<file path="src/rtl/ntt_mem_scheduler_if.sv">
// rtl/ntt_mem_scheduler_if.sv - address, read and write-back bus of the NTT memory scheduler
// Generator -> scheduler: in_valid, in_addr0, in_addr1, in_addr_tw, in_last.
// Scheduler -> memories/butterfly: rd_en, rd_addr0, rd_addr1, tw_rd_en, tw_addr,
//   bf_valid, wr_en, wr_addr0, wr_addr1; status: busy, done, err.
// raw_hazard is present only when NTT_RAW_HAZARD_CHECK_EN is defined.
// modport master: generator/bench side; modport slave: scheduler side.
interface ntt_mem_scheduler_if #(
  parameter int WIDTH_ADDR_BUTTERFLY = 8,
  parameter int WIDTH_ADDR_ZETAS     = 7
);
  logic                            in_valid;
  logic [WIDTH_ADDR_BUTTERFLY-1:0] in_addr0;
  logic [WIDTH_ADDR_BUTTERFLY-1:0] in_addr1;
  logic [WIDTH_ADDR_ZETAS-1:0]     in_addr_tw;
  logic                            in_last;
  logic                            rd_en;
  logic [WIDTH_ADDR_BUTTERFLY-1:0] rd_addr0;
  logic [WIDTH_ADDR_BUTTERFLY-1:0] rd_addr1;
  logic                            tw_rd_en;
  logic [WIDTH_ADDR_ZETAS-1:0]     tw_addr;
  logic                            bf_valid;
  logic                            wr_en;
  logic [WIDTH_ADDR_BUTTERFLY-1:0] wr_addr0;
  logic [WIDTH_ADDR_BUTTERFLY-1:0] wr_addr1;
  logic                            busy;
  logic                            done;
  logic                            err;
`ifdef NTT_RAW_HAZARD_CHECK_EN
  logic                            raw_hazard;
`endif

  modport master (
    output in_valid, in_addr0, in_addr1, in_addr_tw, in_last,
`ifdef NTT_RAW_HAZARD_CHECK_EN
    input  raw_hazard,
`endif
    input  rd_en, rd_addr0, rd_addr1, tw_rd_en, tw_addr, bf_valid,
    input  wr_en, wr_addr0, wr_addr1, busy, done, err
  );

  modport slave (
    input  in_valid, in_addr0, in_addr1, in_addr_tw, in_last,
`ifdef NTT_RAW_HAZARD_CHECK_EN
    output raw_hazard,
`endif
    output rd_en, rd_addr0, rd_addr1, tw_rd_en, tw_addr, bf_valid,
    output wr_en, wr_addr0, wr_addr1, busy, done, err
  );
endinterface

</file>
<file path="src/rtl/ntt_mem_scheduler.sv">
// rtl/ntt_mem_scheduler.sv - schedules coefficient/zeta reads and aligned write-back for an NTT butterfly
// Ports: clk (rising edge), rst_n (asynchronous, active-low),
//   bus (ntt_mem_scheduler_if.slave): generator beats in, RAM/ROM read and write
//   enables/addresses, butterfly operand strobe, busy/done/err status out.
// Optional: define NTT_RAW_HAZARD_CHECK_EN to compare each accepted beat against
//   in-flight beats and flag read-after-write hazards on raw_hazard and err.
module ntt_mem_scheduler #(
  parameter int WIDTH_ADDR_BUTTERFLY = 8,
  parameter int WIDTH_ADDR_ZETAS     = 7,
  parameter int RAM_RD_LATENCY       = 1,
  parameter int BF_LATENCY           = 4
) (
  input logic                clk,
  input logic                rst_n,
  ntt_mem_scheduler_if.slave bus
);
  // Stage 0 is the read-issue register; stage DEPTH is the write-back register.
  localparam int DEPTH = RAM_RD_LATENCY + BF_LATENCY;
  localparam int OCC_W = $clog2(DEPTH + 1) + 1;

  typedef enum logic [1:0] {IDLE, RUN, DRAIN, DONE} state_e;

  state_e                          state_q, state_d;
  logic [DEPTH:0]                  pv_q, pv_d;
  logic [WIDTH_ADDR_BUTTERFLY-1:0] pa0_q [DEPTH+1];
  logic [WIDTH_ADDR_BUTTERFLY-1:0] pa0_d [DEPTH+1];
  logic [WIDTH_ADDR_BUTTERFLY-1:0] pa1_q [DEPTH+1];
  logic [WIDTH_ADDR_BUTTERFLY-1:0] pa1_d [DEPTH+1];
  logic [WIDTH_ADDR_ZETAS-1:0]     tw_q, tw_d;
  logic [OCC_W-1:0]                occ_q, occ_d;
  logic                            err_q, err_d;
  logic                            done_q, done_d;
  logic                            busy_q, busy_d;
  logic                            accept;
  logic                            hazard;

  assign accept = bus.in_valid && (state_q == IDLE || state_q == RUN);

  always_comb begin
    hazard = 1'b0;
`ifdef NTT_RAW_HAZARD_CHECK_EN
    // The beat in stage DEPTH is written this cycle, before the new read lands,
    // so only stages still ahead of write-back can hold stale data.
    for (int s = 0; s < DEPTH; s++) begin
      if (pv_q[s] && (bus.in_addr0 == pa0_q[s] || bus.in_addr0 == pa1_q[s] ||
                      bus.in_addr1 == pa0_q[s] || bus.in_addr1 == pa1_q[s])) begin
        hazard = 1'b1;
      end
    end
`endif
  end

  always_comb begin
    pv_d     = {pv_q[DEPTH-1:0], accept};
    pa0_d[0] = accept ? bus.in_addr0 : pa0_q[0];
    pa1_d[0] = accept ? bus.in_addr1 : pa1_q[0];
    // Addresses advance only with a valid beat so every address output holds
    // its last issued value while its enable is low.
    for (int s = 1; s <= DEPTH; s++) begin
      pa0_d[s] = pv_q[s-1] ? pa0_q[s-1] : pa0_q[s];
      pa1_d[s] = pv_q[s-1] ? pa1_q[s-1] : pa1_q[s];
    end
    tw_d  = accept ? bus.in_addr_tw : tw_q;
    occ_d = occ_q + OCC_W'(accept) - OCC_W'(pv_q[DEPTH]);

    state_d = state_q;
    err_d   = err_q;
    done_d  = 1'b0;
    case (state_q)
      IDLE: begin
        if (bus.in_valid || bus.in_last) begin
          err_d   = 1'b0;
          state_d = bus.in_last ? DRAIN : RUN;
        end
      end
      RUN: begin
        if (bus.in_last) state_d = DRAIN;
      end
      DRAIN: begin
        if (bus.in_valid || bus.in_last) err_d = 1'b1;
        // Looking at the next occupancy lets done follow the final write by one cycle.
        if (occ_d == '0) begin
          state_d = DONE;
          done_d  = 1'b1;
        end
      end
      default: begin
        if (bus.in_valid || bus.in_last) err_d = 1'b1;
        state_d = IDLE;
      end
    endcase
    if (accept && hazard) err_d = 1'b1;
    busy_d = (state_d != IDLE);
  end

  always_ff @(posedge clk or negedge rst_n) begin
    if (!rst_n) begin
      state_q <= IDLE;
      pv_q    <= '0;
      for (int s = 0; s <= DEPTH; s++) begin
        pa0_q[s] <= '0;
        pa1_q[s] <= '0;
      end
      tw_q    <= '0;
      occ_q   <= '0;
      err_q   <= 1'b0;
      done_q  <= 1'b0;
      busy_q  <= 1'b0;
    end else begin
      state_q <= state_d;
      pv_q    <= pv_d;
      for (int s = 0; s <= DEPTH; s++) begin
        pa0_q[s] <= pa0_d[s];
        pa1_q[s] <= pa1_d[s];
      end
      tw_q    <= tw_d;
      occ_q   <= occ_d;
      err_q   <= err_d;
      done_q  <= done_d;
      busy_q  <= busy_d;
    end
  end

  assign bus.rd_en    = pv_q[0];
  assign bus.rd_addr0 = pa0_q[0];
  assign bus.rd_addr1 = pa1_q[0];
  assign bus.tw_rd_en = pv_q[0];
  assign bus.tw_addr  = tw_q;
  assign bus.bf_valid = pv_q[RAM_RD_LATENCY];
  assign bus.wr_en    = pv_q[DEPTH];
  assign bus.wr_addr0 = pa0_q[DEPTH];
  assign bus.wr_addr1 = pa1_q[DEPTH];
  assign bus.busy     = busy_q;
  assign bus.done     = done_q;
  assign bus.err      = err_q;
`ifdef NTT_RAW_HAZARD_CHECK_EN
  assign bus.raw_hazard = accept && hazard;
`endif
endmodule

</file>
<file path="src/flat_wrapper.sv">
// flat-port wrapper written by rule: the top's interface ports become plain ports
module ntt_mem_scheduler_flat 
#(
  parameter int WIDTH_ADDR_BUTTERFLY = 8,
  parameter int WIDTH_ADDR_ZETAS     = 7,
  parameter int RAM_RD_LATENCY       = 1,
  parameter int BF_LATENCY           = 4
)
  (clk, rst_n, bus_in_valid, bus_in_addr0, bus_in_addr1, bus_in_addr_tw, bus_in_last, bus_rd_en, bus_rd_addr0, bus_rd_addr1, bus_tw_rd_en, bus_tw_addr, bus_bf_valid, bus_wr_en, bus_wr_addr0, bus_wr_addr1, bus_busy, bus_done, bus_err);
  ntt_mem_scheduler_if #(.WIDTH_ADDR_BUTTERFLY(WIDTH_ADDR_BUTTERFLY), .WIDTH_ADDR_ZETAS(WIDTH_ADDR_ZETAS)) bus_i ();
  input logic clk;
  input logic rst_n;
  input wire logic [$bits(bus_i.in_valid)-1:0] bus_in_valid;
  input wire logic [$bits(bus_i.in_addr0)-1:0] bus_in_addr0;
  input wire logic [$bits(bus_i.in_addr1)-1:0] bus_in_addr1;
  input wire logic [$bits(bus_i.in_addr_tw)-1:0] bus_in_addr_tw;
  input wire logic [$bits(bus_i.in_last)-1:0] bus_in_last;
  output wire logic [$bits(bus_i.rd_en)-1:0] bus_rd_en;
  output wire logic [$bits(bus_i.rd_addr0)-1:0] bus_rd_addr0;
  output wire logic [$bits(bus_i.rd_addr1)-1:0] bus_rd_addr1;
  output wire logic [$bits(bus_i.tw_rd_en)-1:0] bus_tw_rd_en;
  output wire logic [$bits(bus_i.tw_addr)-1:0] bus_tw_addr;
  output wire logic [$bits(bus_i.bf_valid)-1:0] bus_bf_valid;
  output wire logic [$bits(bus_i.wr_en)-1:0] bus_wr_en;
  output wire logic [$bits(bus_i.wr_addr0)-1:0] bus_wr_addr0;
  output wire logic [$bits(bus_i.wr_addr1)-1:0] bus_wr_addr1;
  output wire logic [$bits(bus_i.busy)-1:0] bus_busy;
  output wire logic [$bits(bus_i.done)-1:0] bus_done;
  output wire logic [$bits(bus_i.err)-1:0] bus_err;
  assign bus_i.in_valid = bus_in_valid;
  assign bus_i.in_addr0 = bus_in_addr0;
  assign bus_i.in_addr1 = bus_in_addr1;
  assign bus_i.in_addr_tw = bus_in_addr_tw;
  assign bus_i.in_last = bus_in_last;
  assign bus_rd_en = bus_i.rd_en;
  assign bus_rd_addr0 = bus_i.rd_addr0;
  assign bus_rd_addr1 = bus_i.rd_addr1;
  assign bus_tw_rd_en = bus_i.tw_rd_en;
  assign bus_tw_addr = bus_i.tw_addr;
  assign bus_bf_valid = bus_i.bf_valid;
  assign bus_wr_en = bus_i.wr_en;
  assign bus_wr_addr0 = bus_i.wr_addr0;
  assign bus_wr_addr1 = bus_i.wr_addr1;
  assign bus_busy = bus_i.busy;
  assign bus_done = bus_i.done;
  assign bus_err = bus_i.err;
  ntt_mem_scheduler #(.WIDTH_ADDR_BUTTERFLY(WIDTH_ADDR_BUTTERFLY), .WIDTH_ADDR_ZETAS(WIDTH_ADDR_ZETAS), .RAM_RD_LATENCY(RAM_RD_LATENCY), .BF_LATENCY(BF_LATENCY)) u_core (.clk(clk), .rst_n(rst_n), .bus(bus_i));
endmodule
</file>
<file path="config.mk">
export PLATFORM = sky130hd
export DESIGN_NAME = ntt_mem_scheduler_flat
export DESIGN_NICKNAME = d
export VERILOG_FILES = /design/src/rtl/ntt_mem_scheduler_if.sv /design/src/rtl/ntt_mem_scheduler.sv /design/src/flat_wrapper.sv
export SDC_FILE = /design/constraint.sdc
export NUM_CORES = 1
export LEC_CHECK = 0
export BUFFER_PORTS_ARGS = -buffer_cell sky130_fd_sc_hd__buf_4
export CAP_MARGIN = 20
export CORE_MARGIN = 2
export CORE_UTILIZATION = 56
export CTS_CLUSTER_SIZE = 28
export DETAILED_ROUTE_END_ITERATION = 12
export PLACE_DENSITY = 0.79
export SYNTH_ARGS = -nofsm -noshare
export SYNTH_HDL_FRONTEND = slang
export SYNTH_SLANG_ARGS = --single-unit
</file>
<file path="constraint.sdc">
create_clock -name clk -period 3.26 [get_ports clk]
set_input_delay 0.652 -clock clk [delete_from_list [all_inputs] [get_ports clk]]
set_output_delay 0.652 -clock clk [all_outputs]
set_load 0.03 [all_outputs]
</file>
[Yosys cells after proc, flatten, opt, wreduce, memory -nomap -nowiden]
Cells that the tools add are included.
Cells by class
  shift-type cells: 0
  multiplexer cells: 10
  reductions and logical operators: 7
  div/mod/pow operators: 0
  multipliers: 0
  $add $sub $neg: 2
  equal/unequal tests: 2
  bitwise logic cells: 1
  magnitude comparators: 0
Operators with widths (number)
  $mux 2: 4
  $pmux 2 s3: 1
  $add 4x1->4: 1
  $logic_not 4->1: 1
  $mux 1: 4
  $sub 4x1->4: 1
  $eq 2x1->1 const B: 1
  $eq 2x2->1 const B: 1
  $logic_not 2->1: 1
  $logic_or 1x1->1: 2
  $pmux 1 s2: 1
  $reduce_and 2->1: 1
  $reduce_bool 2->1: 1
  $logic_and 1x1->1: 1
  $not 1->1: 1
Storage, ports and cells
  bits in writable memories: 0
  memories: 0
  register bits: 118
  bits in latches: 0
  bits in read-only memories: 0
  input bits: 27

[Longest topological paths before layout]
Gate-level depths: netlist of run 1.
  word-level depth: 9
  mapped depth: 9
  depth with buffers taken out: 9

[Worst setup path before layout of run 1]
OpenSTA, ideal clock, no wires.
  path kind: input port to flip-flop
  start point: in bus_in_valid
  end point: reg u_core.state_q[0]
  setup time: 92 ps
  path buffers: 2
  stages: 9
  path slack: 624 ps
  data arrival time: 2545 ps
  cell sequence: nor2b_1 -> buf_2 -> buf_2 -> ha_1 -> inv_1 -> fa_1 -> inv_1 -> or4_4 -> o31ai_2
On the way
  longest elaborated chain between the ends: 6
  elaborated cells between the ends (all ways): 8
  those cells by class: add/sub: 2; mux: 3; reduce/logical: 3
Ends and longest elaborated chain
  from (decl): line flat_wrapper.sv:13  | input wire logic [$bits(bus_i.in_valid)-1:0] bus_in_valid;
  $logic_and 1x1->1: line ntt_mem_scheduler.sv:37  | assign accept = bus.in_valid && (state_q == IDLE || state_q == RUN);
  named net u_core.accept: line ntt_mem_scheduler.sv:34  | logic accept;
  $add 4x1->4: line ntt_mem_scheduler.sv:64  | occ_d = occ_q + OCC_W'(accept) - OCC_W'(pv_q[DEPTH]);
  $sub 4x1->4: line ntt_mem_scheduler.sv:64
  named net u_core.occ_d[1]: line ntt_mem_scheduler.sv:30  | logic [OCC_W-1:0] occ_q, occ_d;
  $logic_not 4->1: line ntt_mem_scheduler.sv:82  | if (occ_d == '0) begin
  $mux 2: line ntt_mem_scheduler.sv:82
  $pmux 2 s3: line ntt_mem_scheduler.sv:69  | case (state_q)
  named net u_core.state_d[0]: line ntt_mem_scheduler.sv:23  | state_e state_q, state_d;
  to (signal assigned): line ntt_mem_scheduler.sv:110  | state_q <= state_d;
  to (decl): line ntt_mem_scheduler.sv:23
The timed path passes the listed nets, and every way through them passes these cells.
A chain may end at the register's enable or synchronous reset.

[Final worst setup path of run 1]
  start point: reg u_core.pv_q[5]
  end point: reg u_core.state_q[0]
On the way
  longest elaborated chain between the ends: 4
Ends and longest elaborated chain
  from (decl): line ntt_mem_scheduler.sv:24  | logic [DEPTH:0] pv_q, pv_d;
  from (signal assigned): line ntt_mem_scheduler.sv:111  | pv_q <= pv_d;
  $sub 4x1->4: line ntt_mem_scheduler.sv:64
  named net u_core.occ_d[1]: line ntt_mem_scheduler.sv:30
  $logic_not 4->1: line ntt_mem_scheduler.sv:82
  $mux 2: line ntt_mem_scheduler.sv:82
  $pmux 2 s3: line ntt_mem_scheduler.sv:69
  named net u_core.state_d[0]: line ntt_mem_scheduler.sv:23
The timed path passes the listed nets, and every way through them passes these cells.

==> flow_summary_export.csv, run 1 <==
group,metric,value,unit
status,outcome,"complete, no violations",
global_route,total_grt_overflow,0,
timing,final_hold_viol_count,0,
timing,final.setup_skew,0.00837,ns
synthesis,synth-seq-area-share,0.635,
power_and_ir_drop,power_frac_clock,0.293,
setup_path,critical_path_depth,8,
timing,max_freq,432,MHz
placed_design,final_weighted_congestion_in_routability_driven_placement,0.674,
setup_path,timing.critical_path.slowest_cell_delay,0.53,ns
run,drv.max_cap_violation_count,0,
final_layout,final_cell_mix,"sky130_fd_sc_hd__dfrtp_1 (118), sky130_fd_sc_hd__mux2_2 (103), sky130_fd_sc_hd__buf_4 (73), sky130_fd_sc_hd__clkbuf_16 (16), sky130_fd_sc_hd__inv_1 (8)",
cts,number_of_buffers_created_by_cts,17,
setup_path,critical_path_arrival,2.71,ns
setup_path,regToRegStartpoint,"u_core.pv_q[5]",
detailed_routing,wire_per_inst,15.9,um
power_and_ir_drop,peakVddDrop,0.705,mV
synthesis,synth.cell_area,4650,um2
die,core_box_area,8130,um2
global_route,grt_first_pass_wirelength,12600,um
setup_path,worst_setup_path_endpoint,"u_core.state_q[0]",
power_and_ir_drop,seq_power_share,0.400,
die,die-height,95.1,um
detailed_routing,highest-signal-layer,"met4",
power_and_ir_drop,power_frac_comb,0.306,
setup_path,worst_r2r_endpoint,"u_core.state_q[0]",
timing,final.setup.tns,0,ns
timing,grt_setup_unrepaired,"false",
power_and_ir_drop,power.switching_fraction,0.312,
cts,cts_post_setup_buffers_inserted,0,
setup_path,worst-r2r-setup-slack,0.95,ns
setup_path,worstRegToRegCells,8,
final_layout,stdcell_area,5680,um2
setup_path,cp_max_fo,2,
cts,cts.path.max_buffers,2,
detailed_routing,wl_met1,3320,um
setup_path,worst_setup_path_end_kind,"flip-flop",
global_route,grt_pass1_vias,2519,
cts,hold_buffers,0,
power_and_ir_drop,power.density,1160,nW/um2
placed_design,detailed_place.area,5040,um2
die,floorplan.initialDensity,0.571,
timing,setup_viol_count_final,0,
cts,htreeDepth,4,
hold_path,worst_hold_path_type,"input port to asynchronous set/reset pin",
detailed_routing,postRouteAntennaNets,0,
detailed_routing,first_pass_iters,4,
power_and_ir_drop,leakage,2.69,nW
die,fp.dieArea,9040,um2
cts,cts_clock_pin_slew_for_the_worst_setup_and_hold_paths,0.05,ns
placed_design,place.port_buffers,72,
setup_path,source_of_the_critical_timing_path,"u_core.pv_q[5]",
cts,latest_clock_arrival_within_the_worst_skew_pair,0.49,ns
timing,finalMaxSlewViolations,0,
setup_path,cp_num_buf_inv,3,
global_route,antenna_violations_before_repair,0,
die,dieWidth,95.1,um
placed_design,dp_hpwl,4790,um
setup_path,path_common_cell,"sky130_fd_sc_hd__inv_1",
synthesis,syn_area_per_cell,15.5,um2
cts,clock_sink_count,118,
synthesis,synth-warning-count,0,
global_route,grt_max_degree,63,
detailed_routing,vias,2361,
detailed_routing,drt-vias-per-instance,5.08,
timing,tmin_final,2.31,ns
detailed_routing,final_wl,7380,um
synthesis,postSynthCellCount,300,
final_layout,final.fill_count,522,
final_layout,drive_gt1_frac,0.586,
detailed_routing,route.detailed.drc,0,
detailed_routing,dr_wl_met3,354,um
final_layout,antennaDiodeCount,0,
setup_path,critPathSlowestCell,"sky130_fd_sc_hd__or4_4",
final_layout,num-nets-final,379,
synthesis,synth.distinct_cells,22,
final_layout,final_common_cell,"sky130_fd_sc_hd__dfrtp_1",
cts,cts_resized,0,
power_and_ir_drop,p_int,4.52,mW
setup_path,cpLargestDelayFamily,"adder cells",
die,boundaryPins,73,
setup_path,start_kind,"flip-flop",
synthesis,ys_seq_elements,118,
detailed_routing,iteration_0_drc_count_of_the_detailed_router,105,
cts,cts.root.buffer_cell,"sky130_fd_sc_hd__clkbuf_8",
setup_path,worst-setup-path-type,"flip-flop to flip-flop",
timing,worst_pin_slew,0.772,ns
final_layout,area_growth_syn_to_layout,22.1,%
power_and_ir_drop,power_switching,2.05,mW
synthesis,synth_nets,332,
detailed_routing,detailed_route_wirelength_on_metal2,3650,um
timing,worst_slew_margin_rel,0.486,
setup_path,cp_data_required_time,3.65,ns
setup_path,cp_cell_sequence,"ha_1, inv_1, ha_1, inv_1, fa_1, inv_1, or4_4, o31ai_2",
die,placementRows,33,
cts,tritoncts,"done",
global_route,grt_util_all_layers,0.187,
timing,min_period_over_period,0.710,
-- per-stage QoR --
stage          total power, mW   util  setup WS [ns]  instances  hold WS (ns)
4_1_cts                   6.65  0.698          0.930        465         0.240
5_1_grt                   6.95  0.698          0.865        465         0.283
3_5_place_dp              4.66  0.620          0.742        433         0.491
3_3_place_gp              4.54  0.620          0.843        433         0.481
2_1_floorplan             4.20      -          0.624        300         0.352
6_report                  6.57  0.698          0.946        465         0.236
-- metal layers --
metal  up-vias  track usage
li1       1095            -
met1      1201        0.244
met5         -            0
met4         0       0.0725
met2        61        0.291
met3         4       0.0656
-- state kept, by name (all words and copies together) (netlist names), 4 cells and up --
signal	cells
u_core.occ_q	4
u_core.pa1_q	32
u_core.bus.wr_addr1	8
u_core.bus.tw_addr	7
u_core.pa0_q	32
u_core.bus.rd_addr0	8
u_core.bus.wr_addr0	8
u_core.bus.rd_addr1	8
u_core.pv_q	6
-- cell usage after synthesis --
cell type,number,area share
sky130_fd_sc_hd__nor2b_1,1,0.0013
sky130_fd_sc_hd__mux2i_1,1,0.0022
sky130_fd_sc_hd__dfrtp_1,118,0.64
sky130_fd_sc_hd__buf_4,33,0.053
sky130_fd_sc_hd__nor2_1,2,0.0016
sky130_fd_sc_hd__nand2_1,1,0.00081
sky130_fd_sc_hd__buf_2,8,0.0086
sky130_fd_sc_hd__xnor2_1,2,0.0038
sky130_fd_sc_hd__and3_1,1,0.0013
sky130_fd_sc_hd__nand2b_1,2,0.0027
sky130_fd_sc_hd__or4_4,1,0.0024
sky130_fd_sc_hd__or2_2,1,0.0013
sky130_fd_sc_hd__mux2_2,103,0.25
sky130_fd_sc_hd__clkbuf_1,5,0.0040
sky130_fd_sc_hd__nor3_1,1,0.0011
sky130_fd_sc_hd__fa_1,1,0.0043
sky130_fd_sc_hd__a21oi_1,2,0.0022
sky130_fd_sc_hd__inv_1,8,0.0065
sky130_fd_sc_hd__ha_1,4,0.011
sky130_fd_sc_hd__o21ai_0,3,0.0032
sky130_fd_sc_hd__o31ai_2,1,0.0027
sky130_fd_sc_hd__nand3_1,1,0.0011
-- cell type report --
type	count	area, um2	area share
flip-flops and latches	118	2950	0.520
multi-input cells	128	1360	0.240
repair buffers	74	568	0.100
clock buffers	24	490	0.0864
clock inverters	8	143	0.0251
well taps	105	131	0.0231
inverters	8	30.0	0.00529
-- worst min path at each step --
stage	slack, ns	to	start
2_1_floorplan	0.35	u_core.pv_q[3]	u_core.pv_q[2]
3_3_place_gp	0.48	u_core.bus.err	u_core.bus.err
3_5_place_dp	0.49	u_core.pa1_q[9]	u_core.pa1_q[17]
4_1_cts	0.24	u_core.bus.busy	rst_n
5_1_grt	0.28	u_core.bus.busy	rst_n
6_report	0.24	u_core.bus.err	rst_n
-- power by group through the flow --
stage	registers, mW	logic [mW]	clock network, mW
after detailed placement	2.64	2.01	0
after global placement	2.60	1.94	0
final	2.63	2.01	1.93
after global routing	2.74	2.16	2.05
after CTS	2.64	2.04	1.97
after floorplan	2.54	1.66	0
-- cells by family (layout without fill, tap and decap cells) --
group | Yosys count | after routing | share of synthesized area
flops | 118 | 118 | 0.635
mux | 104 | 104 | 0.252
buf+inv | 54 | 114 | 0.0724
simple gates | 11 | 11 | 0.0137
compound gates | 6 | 6 | 0.00807
fa+ha+maj | 5 | 5 | 0.0151
xor+xnor | 2 | 2 | 0.00377
No activity file was read; power rests on OpenSTA's default activity.
==> run 2, diff against run 1 <==
- ABC_AREA: not set -> 1
- CORE_UTILIZATION: 56 -> 51
- PLACE_DENSITY: 0.79 -> 0.76
- clock period: 3.26 -> 2 ns (I/O delays scaled with it)
==> flow_summary_export.csv, run 2 <==
group,metric,value,unit
setup_path,worst-r2r-setup-slack,0.01,ns
setup_path,worst_setup_path_end_kind,"flip-flop",
die,core_box_area,9110,um2
global_route,grt_first_pass_wirelength,13600,um
placed_design,final_weighted_congestion_in_routability_driven_placement,0.703,
placed_design,place.port_buffers,72,
cts,latest_clock_arrival_within_the_worst_skew_pair,0.50,ns
synthesis,post-synth-top-area-fraction,0.628,
setup_path,critical_path_arrival,2.43,ns
die,dieWidth,100,um
synthesis,compound_gate_portion_of_the_synthesized_area,0.0724,
timing,grt_setup_unrepaired,"true",
detailed_routing,route.detailed.drc,0,
timing,finalMaxSlewViolations,0,
setup_path,path_common_cell,"sky130_fd_sc_hd__inv_2",
synthesis,synth-seq-area-share,0.628,
synthesis,synth_top_cell_by_area,"sky130_fd_sc_hd__dfrtp_1",
final_layout,num-nets-final,548,
synthesis,synth-edff-count,0,
detailed_routing,vias,3048,
synthesis,synth_nets,496,
synthesis,synth_top_family_by_area,"simple AND/OR/NAND/NOR gates",
final_layout,drive_gt1_frac,0.268,
synthesis,synth_fa_ha_area_frac,0.0149,
die,fp.dieArea,10000,um2
synthesis,synth_mux_area_frac,0.0383,
setup_path,cp_max_fo,3,
timing,worst_slew_margin_rel,0.421,
synthesis,synth_xor_area_frac,0,
setup_path,worst_r2r_endpoint,"u_core.state_q[0]",
cts,clock_sink_count,118,
setup_path,critPathSlowestCell,"sky130_fd_sc_hd__fa_1",
final_layout,antennaDiodeCount,0,
detailed_routing,drt-vias-per-instance,4.76,
setup_path,start_kind,"flip-flop",
timing,min_period_over_period,0.995,
synthesis,postSynthCellCount,464,
synthesis,synthMostInstantiatedCell,"sky130_fd_sc_hd__dfrtp_1",
setup_path,cp_num_buf_inv,3,
cts,tritoncts,"done",
setup_path,regToRegStartpoint,"u_core.pv_q[5]",
final_layout,largestRegisters,"u_core.pa0_q x32, u_core.pa1_q x32",
cts,number_of_buffers_created_by_cts,17,
setup_path,worstRegToRegCells,11,
power_and_ir_drop,power.density,1910,nW/um2
synthesis,synth.cell_area,4700,um2
cts,cts.root.buffer_cell,"sky130_fd_sc_hd__clkbuf_8",
global_route,total_grt_overflow,0,
detailed_routing,wire_per_inst,12.6,um
final_layout,area_growth_syn_to_layout,22.8,%
synthesis,ys_seq_elements,118,
detailed_routing,postRouteAntennaNets,0,
cts,cts.path.max_buffers,2,
setup_path,worst_setup_path_endpoint,"u_core.state_q[0]",
global_route,antenna_violations_before_repair,0,
timing,final_hold_viol_count,0,
setup_path,cp_cell_sequence,"ha_1, inv_2, ha_4, inv_2, fa_1, inv_2, nor2_2, nand2_1, nor2_2, nand3_2, nand2_1",
synthesis,ys_top_cells_by_count,"sky130_fd_sc_hd__dfrtp_1 (118), sky130_fd_sc_hd__nand2_1 (114), sky130_fd_sc_hd__inv_1 (46)",
synthesis,syn_area_per_cell,10.1,um2
synthesis,main_synth_ff_type,"sky130_fd_sc_hd__dfrtp_1",
placed_design,dp_slack,0.0430,ns
hold_path,timing.hold.worst_path_depth,3,
setup_path,source_of_the_critical_timing_path,"u_core.pv_q[5]",
hold_path,worst_hold_path_type,"input port to flip-flop",
die,placementRows,35,
timing,max_freq,503,MHz
synthesis,synth-simple-area-share,0.131,
final_layout,final_cell_mix,"sky130_fd_sc_hd__dfrtp_1 (118), sky130_fd_sc_hd__nand2_1 (114), sky130_fd_sc_hd__buf_4 (82), sky130_fd_sc_hd__inv_1 (43), sky130_fd_sc_hd__nor2_1 (36)",
die,boundaryPins,73,
setup_path,cpLargestDelayFamily,"adder cells",
global_route,grt_util_all_layers,0.177,
cts,htreeDepth,4,
timing,worst_pin_slew,0.868,ns
setup_path,cp_data_required_time,2.44,ns
global_route,grt_pass1_vias,3008,
power_and_ir_drop,peakVddDrop,1.10,mV
timing,final.setup_skew,0.00818,ns
detailed_routing,first_pass_iters,5,
final_layout,final_common_cell,"sky130_fd_sc_hd__dfrtp_1",
setup_path,worst-setup-path-type,"flip-flop to flip-flop",
synthesis,synth-warning-count,0,
die,floorplan.initialDensity,0.516,
placed_design,dp_hpwl,5160,um
timing,final.setup.worst_slack,0.0100,ns
power_and_ir_drop,leakage,2.91,nW
die,die-height,100,um
detailed_routing,final_wl,8070,um
timing,tmin_final,1.99,ns
status,outcome,"complete, no violations",
global_route,grt_max_degree,44,
run,drv.max_cap_violation_count,0,
placed_design,detailed_place.area,5090,um2
setup_path,timing.critical_path.slowest_cell_delay,0.49,ns
final_layout,final.fill_count,741,
cts,cts_clock_pin_slew_for_the_worst_setup_and_hold_paths,0.06,ns
final_layout,stdcell_area,5770,um2
setup_path,critical_path_depth,11,
synthesis,post_synth_main_area_contributors,"sky130_fd_sc_hd__dfrtp_1 (63%), sky130_fd_sc_hd__nand2_1 (9.1%), sky130_fd_sc_hd__buf_4 (5.9%)",
synthesis,synth.distinct_cells,19,
timing,setup_viol_count_final,0,
synthesis,synth_async_sr_flop_share,1.00,
detailed_routing,iteration_0_drc_count_of_the_detailed_router,106,
## run 2: cell count changes after synthesis, moves of 3 or more
cell                       delta
sky130_fd_sc_hd__a21oi_1     +31
sky130_fd_sc_hd__buf_2        +3
sky130_fd_sc_hd__buf_4        +4
sky130_fd_sc_hd__clkbuf_1     -4
sky130_fd_sc_hd__inv_1       +38
sky130_fd_sc_hd__mux2_2      -87
sky130_fd_sc_hd__nand2_1    +113
sky130_fd_sc_hd__nor2_1      +35
sky130_fd_sc_hd__o21ai_0     +32
## run 2: how the worst min path moves through the flow
stage / startpoint / endpoint
2_1_floorplan: rst_n / u_core.bus.busy
3_3_place_gp: rst_n / u_core.bus.wr_addr1[5]
3_5_place_dp: rst_n / u_core.bus.wr_addr1[5]
4_1_cts: bus_in_addr_tw[3] / u_core.bus.tw_addr[3]
5_1_grt: bus_in_addr_tw[3] / u_core.bus.tw_addr[3]
6_report: bus_in_addr_tw[3] / u_core.bus.tw_addr[3]
## run 2: timing repair
action | in CTS | in global routing
setup buffers | 3 | 0
hold buffers | 1 | 0
endpoints found under the setup margin | 3 | 4
endpoints found under the hold margin | 39 | 0
pin swaps | 0 | 5
gates resized for setup | 2 | 5
## run 2: cell type report
type	count	area, um2	share of cell area
clock buffers	25	514	0.0891
repair buffers	84	646	0.112
inverters	48	180	0.0312
multi-input cells	247	1230	0.213
well taps	111	139	0.0241
clock inverters	7	114	0.0197
flip-flops and latches	118	2950	0.511
## run 2: per-stage QoR
| step | power [mW] | setup TNS [ns] | hold WS, ns | utilization | instances |
|---|---|---|---|---|---|
| CTS | 11.0 | -0.0298 | 0.0717 | 0.632 | 640 |
| global route | 11.8 | -0.282 | 0.0772 | 0.634 | 640 |
| global placement | 7.57 | 0 | 0.421 | 0.559 | 604 |
| detailed placement | 7.75 | 0 | 0.423 | 0.559 | 604 |
| floorplan | 7.00 | 0 | 0.104 | - | 464 |
| finish | 11.0 | 0 | 0.0963 | 0.634 | 640 |
## run 2: cell families after synthesis
family / after synthesis
compound gates: 68
fa+ha+maj: 5
buf+inv: 99
flops: 118
mux: 16
simple gates: 158
## run 2: report_power, final
group	leakage, nW	switching, mW	internal (mW)
clock network	0.314	0.981	2.13
registers	1.43	0.689	3.52
logic	1.16	2.26	1.47
total	2.91	3.93	7.11
## run 2: tightest hold or removal path, stage by stage
cell and delay, ns:
sky130_fd_sc_hd__buf_4 0.07, sky130_fd_sc_hd__nand2_1 0.04, sky130_fd_sc_hd__nand2_1 0.05
## run 2: metal layers
metal	GRT usage	up-vias	wire length [um]	part of all wire
met1	0.213	1436	3580	0.44
met2	0.283	83	3920	0.49
met3	0.0710	13	453	0.056
met4	0.0780	0	115	0.014
li1	-	1516	-	-
met5	0	-	0	0
==> run 3, diff against run 2 <==
- RECOVER_POWER: not set -> 25
- SKIP_LAST_GASP: not set -> 1
==> flow_summary_export.csv, run 3 (synthesis results as in run 2) <==
group,metric,value,unit
cts,cts_clock_pin_slew_for_the_worst_setup_and_hold_paths,0.06,ns
timing,final.setup_skew,0.00939,ns
cts,clock_sink_count,118,
detailed_routing,wire_per_inst,12.6,um
die,die-height,100,um
power_and_ir_drop,power_switching,3.93,mW
setup_path,worst-r2r-setup-slack,0.009,ns
die,dieWidth,100,um
global_route,total_grt_overflow,0,
setup_path,worst_setup_path_end_kind,"flip-flop",
final_layout,final_common_cell,"sky130_fd_sc_hd__dfrtp_1",
final_layout,largestRegisters,"u_core.pa0_q x32, u_core.pa1_q x32",
status,outcome,"complete, no violations",
power_and_ir_drop,total_power,11.0,mW
final_layout,final_cell_mix,"sky130_fd_sc_hd__dfrtp_1 (118), sky130_fd_sc_hd__nand2_1 (114), sky130_fd_sc_hd__buf_4 (80), sky130_fd_sc_hd__inv_1 (43), sky130_fd_sc_hd__nor2_1 (36)",
setup_path,timing.critical_path.slowest_cell_delay,0.49,ns
timing,final.setup.worst_slack,0.00859,ns
global_route,antenna_violations_before_repair,0,
setup_path,cp_cell_sequence,"ha_1, inv_2, ha_4, inv_2, fa_1, inv_2, nor2_2, nand2_1, nor2_2, nand3_2, nand2_1",
final_layout,multiInputGateArea,1230,um2
detailed_routing,drt-vias-per-instance,4.74,
setup_path,worst-setup-path-type,"flip-flop to flip-flop",
detailed_routing,iteration_0_drc_count_of_the_detailed_router,115,
placed_design,dp_slack,0.0430,ns
global_route,grt_first_pass_wirelength,13600,um
cts,cts.root.buffer_cell,"sky130_fd_sc_hd__clkbuf_8",
cts,cts.path.max_buffers,2,
power_and_ir_drop,leakage,2.91,nW
timing,final_hold_viol_count,0,
power_and_ir_drop,power.switching_fraction,0.356,
setup_path,cp_max_fo,3,
timing,grt_setup_unrepaired,"true",
die,floorplan.initialDensity,0.516,
setup_path,cp_data_required_time,2.44,ns
setup_path,cp_num_buf_inv,3,
power_and_ir_drop,power_frac_clock,0.281,
detailed_routing,route.detailed.drc,0,
setup_path,critical_path_arrival,2.44,ns
run,drv.max_cap_violation_count,0,
placed_design,place.port_buffers,72,
setup_path,cpLargestDelayFamily,"adder cells",
power_and_ir_drop,seq_power_share,0.381,
final_layout,stdcell_area,5770,um2
global_route,grt_pass1_vias,3008,
timing,tmin_final,1.99,ns
detailed_routing,postRouteAntennaNets,0,
setup_path,start_kind,"flip-flop",
power_and_ir_drop,power_frac_comb,0.338,
placed_design,detailed_place.area,5090,um2
timing,worst_pin_slew,1.08,ns
power_and_ir_drop,p_int,7.11,mW
timing,worst_slew_margin_rel,0.277,
timing,min_period_over_period,0.996,
final_layout,sequential_cell_area,2950,um2
final_layout,drive_gt1_frac,0.267,
cts,tritoncts,"done",
power_and_ir_drop,peakVddDrop,1.10,mV
die,boundaryPins,73,
final_layout,finalCoreUtilization,0.633,
cts,number_of_buffers_created_by_cts,17,
setup_path,worst_r2r_endpoint,"u_core.state_q[0]",
detailed_routing,first_pass_iters,7,
hold_path,timing.hold.worst_path_depth,3,
final_layout,area_growth_syn_to_layout,22.7,%
timing,setup_viol_count_final,0,
detailed_routing,vias,3031,
final_layout,num-nets-final,548,
global_route,grt_max_degree,44,
setup_path,regToRegStartpoint,"u_core.pv_q[5]",
cts,htreeDepth,4,
global_route,grt_util_all_layers,0.177,
setup_path,critPathSlowestCell,"sky130_fd_sc_hd__fa_1",
detailed_routing,final_wl,8060,um
placed_design,final_weighted_congestion_in_routability_driven_placement,0.703,
power_and_ir_drop,power.density,1910,nW/um2
final_layout,antennaDiodeCount,0,
hold_path,min_delay_startpoint,"bus_in_addr1[4]",
die,core_box_area,9110,um2
final_layout,final.fill_count,744,
setup_path,worstRegToRegCells,11,
hold_path,hold_path_end,"u_core.bus.rd_addr1[4]",
timing,max_freq,502,MHz
die,fp.dieArea,10000,um2
hold_path,worst_hold_path_type,"input port to flip-flop",
timing,finalMaxSlewViolations,0,
setup_path,path_common_cell,"sky130_fd_sc_hd__inv_2",
die,placementRows,35,
placed_design,dp_hpwl,5160,um
cts,latest_clock_arrival_within_the_worst_skew_pair,0.50,ns
run 3: cell type report:
type                    count  area share
clock buffers              25      0.0892
repair buffers             84       0.111
flip-flops and latches    118       0.512
multi-input cells         247       0.213
well taps                 111      0.0241
clock inverters             7      0.0197
inverters                  48      0.0312
run 3: routing by layer:
metal | global-route usage | part of all wire
met3 | 0.0710 | 0.054
met4 | 0.0780 | 0.013
met1 | 0.213 | 0.45
met2 | 0.283 | 0.49
met5 | 0 | 0
run 3: worst reg2reg max path, delay by kind of cell (launching register included):
kind | cells | cell delay, ns
and+or+nand+nor | 5 | 0.47
adders and majority gates | 3 | 0.91
DFF | 1 | 0.38
buffers and inverters | 3 | 0.18
run 3: worst max path at each step:
stage	start	to	cells past startpoint
after detailed placement	u_core.pv_q[5]	u_core.bus.busy	11
final	u_core.pv_q[5]	u_core.state_q[0]	11
after global routing	u_core.pv_q[5]	u_core.state_q[0]	11
after CTS	u_core.pv_q[5]	u_core.bus.busy	11
after floorplan	u_core.pv_q[5]	u_core.bus.busy	11
after global placement	u_core.pv_q[5]	u_core.bus.busy	11
run 3: repair_timing:
action,CTS,global route
hold endpoints to repair,39,0
hold buffers,1,0
endpoints found under the setup margin,3,4
gates resized for setup,2,5
setup buffers,3,0
pin swaps,0,5
run 3: stage by stage:
stage	std cells	TNS (ns)	hold slack (ns)
2_1_floorplan	464	0	0.104
3_3_place_gp	604	0	0.421
3_5_place_dp	604	0	0.423
4_1_cts	640	-0.0298	0.0717
5_1_grt	640	-0.282	0.0772
6_report	640	0	0.0963
run 3: power groups by stage:
| stage | sequential (mW) | combinational (mW) | clock (mW) |
|---|---|---|---|
| floorplan | 4.20 | 2.80 | 0 |
| global placement | 4.19 | 3.38 | 0 |
| detailed placement | 4.24 | 3.51 | 0 |
| CTS | 4.21 | 3.67 | 3.16 |
| global route | 4.36 | 4.11 | 3.28 |
| finish | 4.21 | 3.73 | 3.10 |
